`config.mk`:
```
export PLATFORM = sky130hd
export DESIGN_NAME = apb_write_master
export DESIGN_NICKNAME = d
export VERILOG_FILES = /design/src/rtl/apb_write_master.sv
export SDC_FILE = /design/constraint.sdc
export NUM_CORES = 1
export LEC_CHECK = 0
export ABC_AREA = 0
export ABC_CLOCK_PERIOD_IN_PS = 2200
export CORE_MARGIN = 2
export CORE_UTILIZATION = 55
export CTS_CLUSTER_SIZE = 24
export DETAILED_ROUTE_END_ITERATION = 16
export PLACE_DENSITY = 0.79
export REMOVE_ABC_BUFFERS = 1
export SETUP_SLACK_MARGIN = 0.02
export SYNTH_ARGS = -nofsm -noshare
export SYNTH_HDL_FRONTEND = slang
export SYNTH_SLANG_ARGS = --single-unit
```
`constraint.sdc`:
```
create_clock -name clk -period 2.2 [get_ports clk]
set_input_delay 0.33 -clock clk [delete_from_list [all_inputs] [get_ports clk]]
set_output_delay 0.33 -clock clk [all_outputs]
set_load 0.01 [all_outputs]
```
`src/rtl/apb_write_master.sv`:
```
// apb_write_master: requester end of the Watermark APB configuration bus.
// Write requests (address + data) arrive over a valid/ready handshake, are
// buffered in a small FIFO and issued in order as APB write transfers.
// The APB subset has no PREADY/PSLVERR, so every ACCESS phase lasts one cycle.
// Optional macro APB_IDLE_GAP_EN: when defined, every transfer returns to IDLE
// so consecutive transfers are separated by at least one PSEL=0 cycle.
module apb_write_master #(
    parameter int Amba_Addr_Depth = 20,
    parameter int Amba_Word       = 16,
    parameter int FIFO_DEPTH      = 4,
    parameter int CNT_W           = 16
) (
    input  logic                            clk,
    input  logic                            rst,
    input  logic                            req_valid,
    input  logic [Amba_Addr_Depth-1:0]      req_addr,
    input  logic [Amba_Word-1:0]            req_data,
    output logic                            req_ready,
    output logic [Amba_Addr_Depth-1:0]      PADDR,
    output logic                            PSEL,
    output logic                            PENABLE,
    output logic                            PWRITE,
    output logic [Amba_Word-1:0]            PWDATA,
    output logic                            busy,
    output logic [$clog2(FIFO_DEPTH):0]     fifo_level,
    output logic [CNT_W-1:0]                wr_count
);

    localparam int PW = $clog2(FIFO_DEPTH);
    localparam int LW = PW + 1;

    typedef enum logic [1:0] {IDLE, SETUP, ACCESS} state_t;

    state_t                       state_q, state_d;
    logic [Amba_Addr_Depth-1:0]   addr_mem [FIFO_DEPTH];
    logic [Amba_Word-1:0]         data_mem [FIFO_DEPTH];
    logic [PW-1:0]                wr_ptr_q, rd_ptr_q;
    logic [LW-1:0]                level_q, level_d;
    logic                         full, empty, push, pop;

    logic [Amba_Addr_Depth-1:0]   paddr_q, paddr_d;
    logic [Amba_Word-1:0]         pwdata_q, pwdata_d;
    logic                         psel_q, psel_d;
    logic                         penable_q, penable_d;
    logic                         pwrite_q, pwrite_d;
    logic                         busy_q, busy_d;
    logic [CNT_W-1:0]             cnt_q, cnt_d;

    assign full      = (level_q == LW'(FIFO_DEPTH));
    assign empty     = (level_q == '0);
    // Ready depends only on the registered full flag, so a pop in the same
    // cycle never frees room for a push.
    assign req_ready = ~full & ~rst;
    assign push      = req_valid & req_ready;

    // FIFO storage: written on an accepted push, no reset needed
    always_ff @(posedge clk) begin
        if (push) begin
            addr_mem[wr_ptr_q] <= req_addr;
            data_mem[wr_ptr_q] <= req_data;
        end
    end

    // FIFO occupancy: push and pop together leave the level unchanged
    always_comb begin
        level_d = level_q;
        unique case ({push, pop})
            2'b10:   level_d = level_q + 1'b1;
            2'b01:   level_d = level_q - 1'b1;
            default: level_d = level_q;
        endcase
    end

    // APB sequencer next state and registered output values
    always_comb begin
        state_d   = state_q;
        pop       = 1'b0;
        paddr_d   = paddr_q;
        pwdata_d  = pwdata_q;
        psel_d    = psel_q;
        penable_d = penable_q;
        pwrite_d  = pwrite_q;
        cnt_d     = cnt_q;
        unique case (state_q)
            IDLE: begin
                if (!empty) begin
                    state_d   = SETUP;
                    pop       = 1'b1;
                    paddr_d   = addr_mem[rd_ptr_q];
                    pwdata_d  = data_mem[rd_ptr_q];
                    psel_d    = 1'b1;
                    penable_d = 1'b0;
                    pwrite_d  = 1'b1;
                end
            end
            SETUP: begin
                state_d   = ACCESS;
                penable_d = 1'b1;
            end
            ACCESS: begin
                cnt_d = cnt_q + 1'b1;
`ifdef APB_IDLE_GAP_EN
                state_d   = IDLE;
                psel_d    = 1'b0;
                penable_d = 1'b0;
                pwrite_d  = 1'b0;
`else
                if (!empty) begin
                    state_d   = SETUP;
                    pop       = 1'b1;
                    paddr_d   = addr_mem[rd_ptr_q];
                    pwdata_d  = data_mem[rd_ptr_q];
                    penable_d = 1'b0;
                end else begin
                    state_d   = IDLE;
                    psel_d    = 1'b0;
                    penable_d = 1'b0;
                    pwrite_d  = 1'b0;
                end
`endif
            end
            default: state_d = IDLE;
        endcase
        busy_d = (state_d != IDLE) || (level_d != '0);
    end

    // State, pointers and registered outputs with asynchronous reset
    always_ff @(posedge clk or posedge rst) begin
        if (rst) begin
            state_q   <= IDLE;
            wr_ptr_q  <= '0;
            rd_ptr_q  <= '0;
            level_q   <= '0;
            paddr_q   <= '0;
            pwdata_q  <= '0;
            psel_q    <= 1'b0;
            penable_q <= 1'b0;
            pwrite_q  <= 1'b0;
            busy_q    <= 1'b0;
            cnt_q     <= '0;
        end else begin
            state_q   <= state_d;
            if (push) wr_ptr_q <= wr_ptr_q + 1'b1;
            if (pop)  rd_ptr_q <= rd_ptr_q + 1'b1;
            level_q   <= level_d;
            paddr_q   <= paddr_d;
            pwdata_q  <= pwdata_d;
            psel_q    <= psel_d;
            penable_q <= penable_d;
            pwrite_q  <= pwrite_d;
            busy_q    <= busy_d;
            cnt_q     <= cnt_d;
        end
    end

    assign PADDR      = paddr_q;
    assign PWDATA     = pwdata_q;
    assign PSEL       = psel_q;
    assign PENABLE    = penable_q;
    assign PWRITE     = pwrite_q;
    assign busy       = busy_q;
    assign fifo_level = level_q;
    assign wr_count   = cnt_q;

endmodule
```
==> Flow_metrics.wiki <==
{| class="wikitable"
! Metric !! Value
|-
| Overflow left after global routing || 0
|-
| Sort of element at the end of the critical path || register
|-
| Die Span X || 124 µm
|-
| Setup Crit Path Kind || reg2reg
|-
| Synth Register Bits || 208
|-
| Achievable frequency || 478 MHz
|-
| Via count || 3,900
|-
| Max-capacitance violation count || 0
|-
| Largest net degree at the start of global routing || 40
|-
| Slack of the worst reg-to-reg path || 0.11 ns
|-
| Clock tree skew after final layout || 0.0130 ns
|-
| Source-to-sink clock delay at the later pin of the worst-skew pair || 0.48 ns
|-
| Wirelength per Cell || 20.5 µm
|-
| Aggregate routed wire length || 14,400 µm
|-
| I/O pin cnt || 99
|-
| Vias per cell || 5.56
|-
| Area of the core region || 0.0139 mm²
|-
| Register clock-pin slew on the reported worst setup and hold paths || 0.06 ns
|-
| Total of endpoints with negative setup slack in the final report || 0
|-
| Starting DRT DRC Count || 225
|-
| Max_slew headroom || 0.584
|-
| Number of global-route vias before repair || 4,111
|-
| Data arrival at the endpoint of the critical path || 2.45 ns
|-
| Type of the tightest min-delay check || in2async
|-
| Number of placement rows || 43
|-
| Cell count after synthesis || 381
|-
| CTS Root Cell || sky130_fd_sc_hd__clkbuf_16
|-
| Area used by sequential logic in the layout || 0.00593 mm²
|-
| Power per cell area || 1330 mW/mm²
|-
| Leakage power || 3.59 nW
|-
| Residual DRC || 0
|-
| Top flip-flop cell by instance count after synthesis || sky130_fd_sc_hd__edfxtp_1
|-
| Origin of the critical flop-to-flop path || fifo_level[0]
|-
| Area grow syn2layout || 25.8%
|-
| Initial antenna violation count || 0
|-
| Worst setup slack before clock tree synthesis || -0.230 ns
|-
| Fill cell instance count of the final layout || 853
|-
| Share of layout cells above drive strength 1 || 0.266
|-
| CTS HTree Levels || 1
|-
| Mean cell area of the mapped netlist || 20.7 µm²
|-
| Clock tree from TritonCTS || yes
|-
| Maximum fanout encountered on the critical timing path || 2
|-
| Startpoint types || register
|-
| Post-layout instance area || 0.00992 mm²
|-
| Worst Tran Pin Value || 0.624 ns
|-
| Reg2Reg Depth || 10
|-
| Final core utilization || 0.712
|-
| Number of routed nets with antenna violations || 0
|-
| Effective utilization at floorplan || 0.566
|-
| Synth cell types || 33
|-
| Result of the run || completed
|-
| Critical register-to-register path endpoint || busy
|-
| Mapped cell area || 0.00789 mm²
|-
| CTS buffer count || 21
|-
| Shortest clock period the worst path allows after layout || 2.09 ns
|-
| Required time reported for the critical path endpoint || 2.56 ns
|-
| Height of the chip || 124 µm
|-
| Total routing resource utilization after global routing || 0.197
|-
| RSZ-0062 raised after global routing || yes
|-
| Area post-placement || 0.00924 mm²
|-
| Port bufs || 98
|-
| Origin of the worst setup path || fifo_level[0]
|-
| Footprint of the multi-input gates || 0.00184 mm²
|-
| Total die area || 0.0153 mm²
|-
| First drt pass iteration count || 4
|-
| Post-detailed-placement half-perimeter wirelength || 8680 µm
|-
| Number of buffers on the longest clock path || 3
|-
| Number of clock sinks seen by CTS || 208
|-
| Yosys warnings || 0
|-
| Count of flip-flops with a built-in enable after synthesis || 144
|-
| Share of the yosys chip area belonging to registers || 0.751
|-
| Wire length of the first global-routing pass || 22,500 µm
|-
| Ratio of final minimum period to clock period || 0.951
|-
| Critical path endpoint || busy
|-
| Nets || 553
|-
| Final number of hold-violating endpoints || 0
|-
| Routability congestion estimate from global placement || 0.716
|-
| Fraction of registers with async set/reset || 0.308
|-
| Ant diodes || 0
|-
| Smallest setup slack after layout || 0.107 ns
|-
| Peak supply drop || 0.968 mV
|-
| Final Max Slew Viols || 0
|}
layout make-up:
type / instances / area share
timing repair buffer: 118 / 0.124
tap: 180 / 0.0227
clock buffer: 30 / 0.0594
clock inverter: 8 / 0.00719
sequential: 208 / 0.598
inverter: 8 / 0.00303
multi-input combinational: 150 / 0.186
cells in the mapped netlist (all sizes together), types with 2 or more instances:
master,number,share of area
edfxtp,144,0.55
dfrtp,64,0.20
mux2,38,0.057
mux4,36,0.10
buf,15,0.014
xnor2,14,0.016
inv,8,0.0038
nor2,8,0.0038
nand2,7,0.0033
xor2,7,0.0078
ha,6,0.0095
nand3,6,0.0038
and3,5,0.0040
nand4,4,0.0032
nor3,3,0.0025
nor4,3,0.0043
a21oi,2,0.0013
and2,2,0.0016
nand2b,2,0.0016
cells in the final DEF, fill, tap and decap left out, drive strengths merged, types with 4 or more instances in the layout:
master,n
and3,5
buf,20
clkbuf,30
clkdlybuf4s50,97
clkinv,5
dfrtp,64
edfxtp,144
ha,6
inv,9
mux2,38
mux4,36
nand2,7
nand3,6
nand4,4
nor2,8
xnor2,14
xor2,7
power breakdown:
| group | switching (mW) | internal [mW] | leakage, nW | total [mW] |
|---|---|---|---|---|
| Clock | 1.37 | 1.99 | 0.326 | 3.36 |
| Sequential | 0.472 | 5.04 | 2.07 | 5.52 |
| Combinational | 1.81 | 2.50 | 1.19 | 4.31 |
| Total | 3.66 | 9.53 | 3.59 | 13.2 |
flip-flops by register name (all words and copies together), names as in the netlist:
| signal | cells |
|---|---|
| wr_count | 16 |
| data_mem | 64 |
| fifo_level | 3 |
| PWDATA | 16 |
| PENABLE | 1 |
| busy | 1 |
| addr_mem | 80 |
| wr_ptr_q | 2 |
| PWRITE | 1 |
| PADDR | 20 |
| rd_ptr_q | 2 |
| state_q | 2 |
worst min path at each step:
stage	to	cells after the start	startpoint
floorplan	addr_mem[0][0]	0	req_addr[0]
global placement	wr_count[15]	1	wr_count[15]
detailed placement	wr_count[14]	1	wr_count[14]
CTS	wr_ptr_q[1]	2	rst
global route	PADDR[12]	2	rst
finish	wr_ptr_q[1]	2	rst
critical path, stage by stage, from the launching register on:
cell and delay (ns):
sky130_fd_sc_hd__dfrtp_1 0.38, sky130_fd_sc_hd__inv_1 0.12, sky130_fd_sc_hd__a31oi_2 0.12, sky130_fd_sc_hd__and2_1 0.18, sky130_fd_sc_hd__inv_1 0.05, sky130_fd_sc_hd__ha_1 0.16
sky130_fd_sc_hd__inv_1 0.05, sky130_fd_sc_hd__fa_1 0.48, sky130_fd_sc_hd__mux2i_1 0.09, sky130_fd_sc_hd__nor4_2 0.26, sky130_fd_sc_hd__nand2b_1 0.09
metrics by stage:
stage	hold slack, ns	total power, mW	setup TNS [ns]	instances
after floorplan	0.429	8.03	-47.37	366
after global placement	0.464	9.74	-0.119	663
after detailed placement	0.493	9.89	-0.315	663
after CTS	0.239	13.3	0	702
after global routing	0.271	13.9	-0.0490	702
final	0.249	13.2	0	702
routing by layer:
layer,GRT usage,part of all wire,up-vias,routed length [µm]
met2,0.330,0.51,143,7310
met4,0.0433,0.017,0,251
li1,-,-,1733,-
met3,0.0380,0.062,23,895
met5,0,0,-,0
met1,0.272,0.41,2001,5920
repair_timing:
action,CTS,global route
hold buffers,0,0
resized for setup,0,5
setup buffers,1,0
pin swaps,1,0
setup endpoints to repair,2,2
hold endpoints to repair,0,0
cells by family after synthesis:
logic type      share of synthesized area
flops                               0.751
xor+xnor                           0.0233
fa+ha+maj                          0.0121
compound gates                    0.00270
mux                                 0.162
buf+inv                            0.0182
simple gates                       0.0309
(Power assumes the default switching activity.)
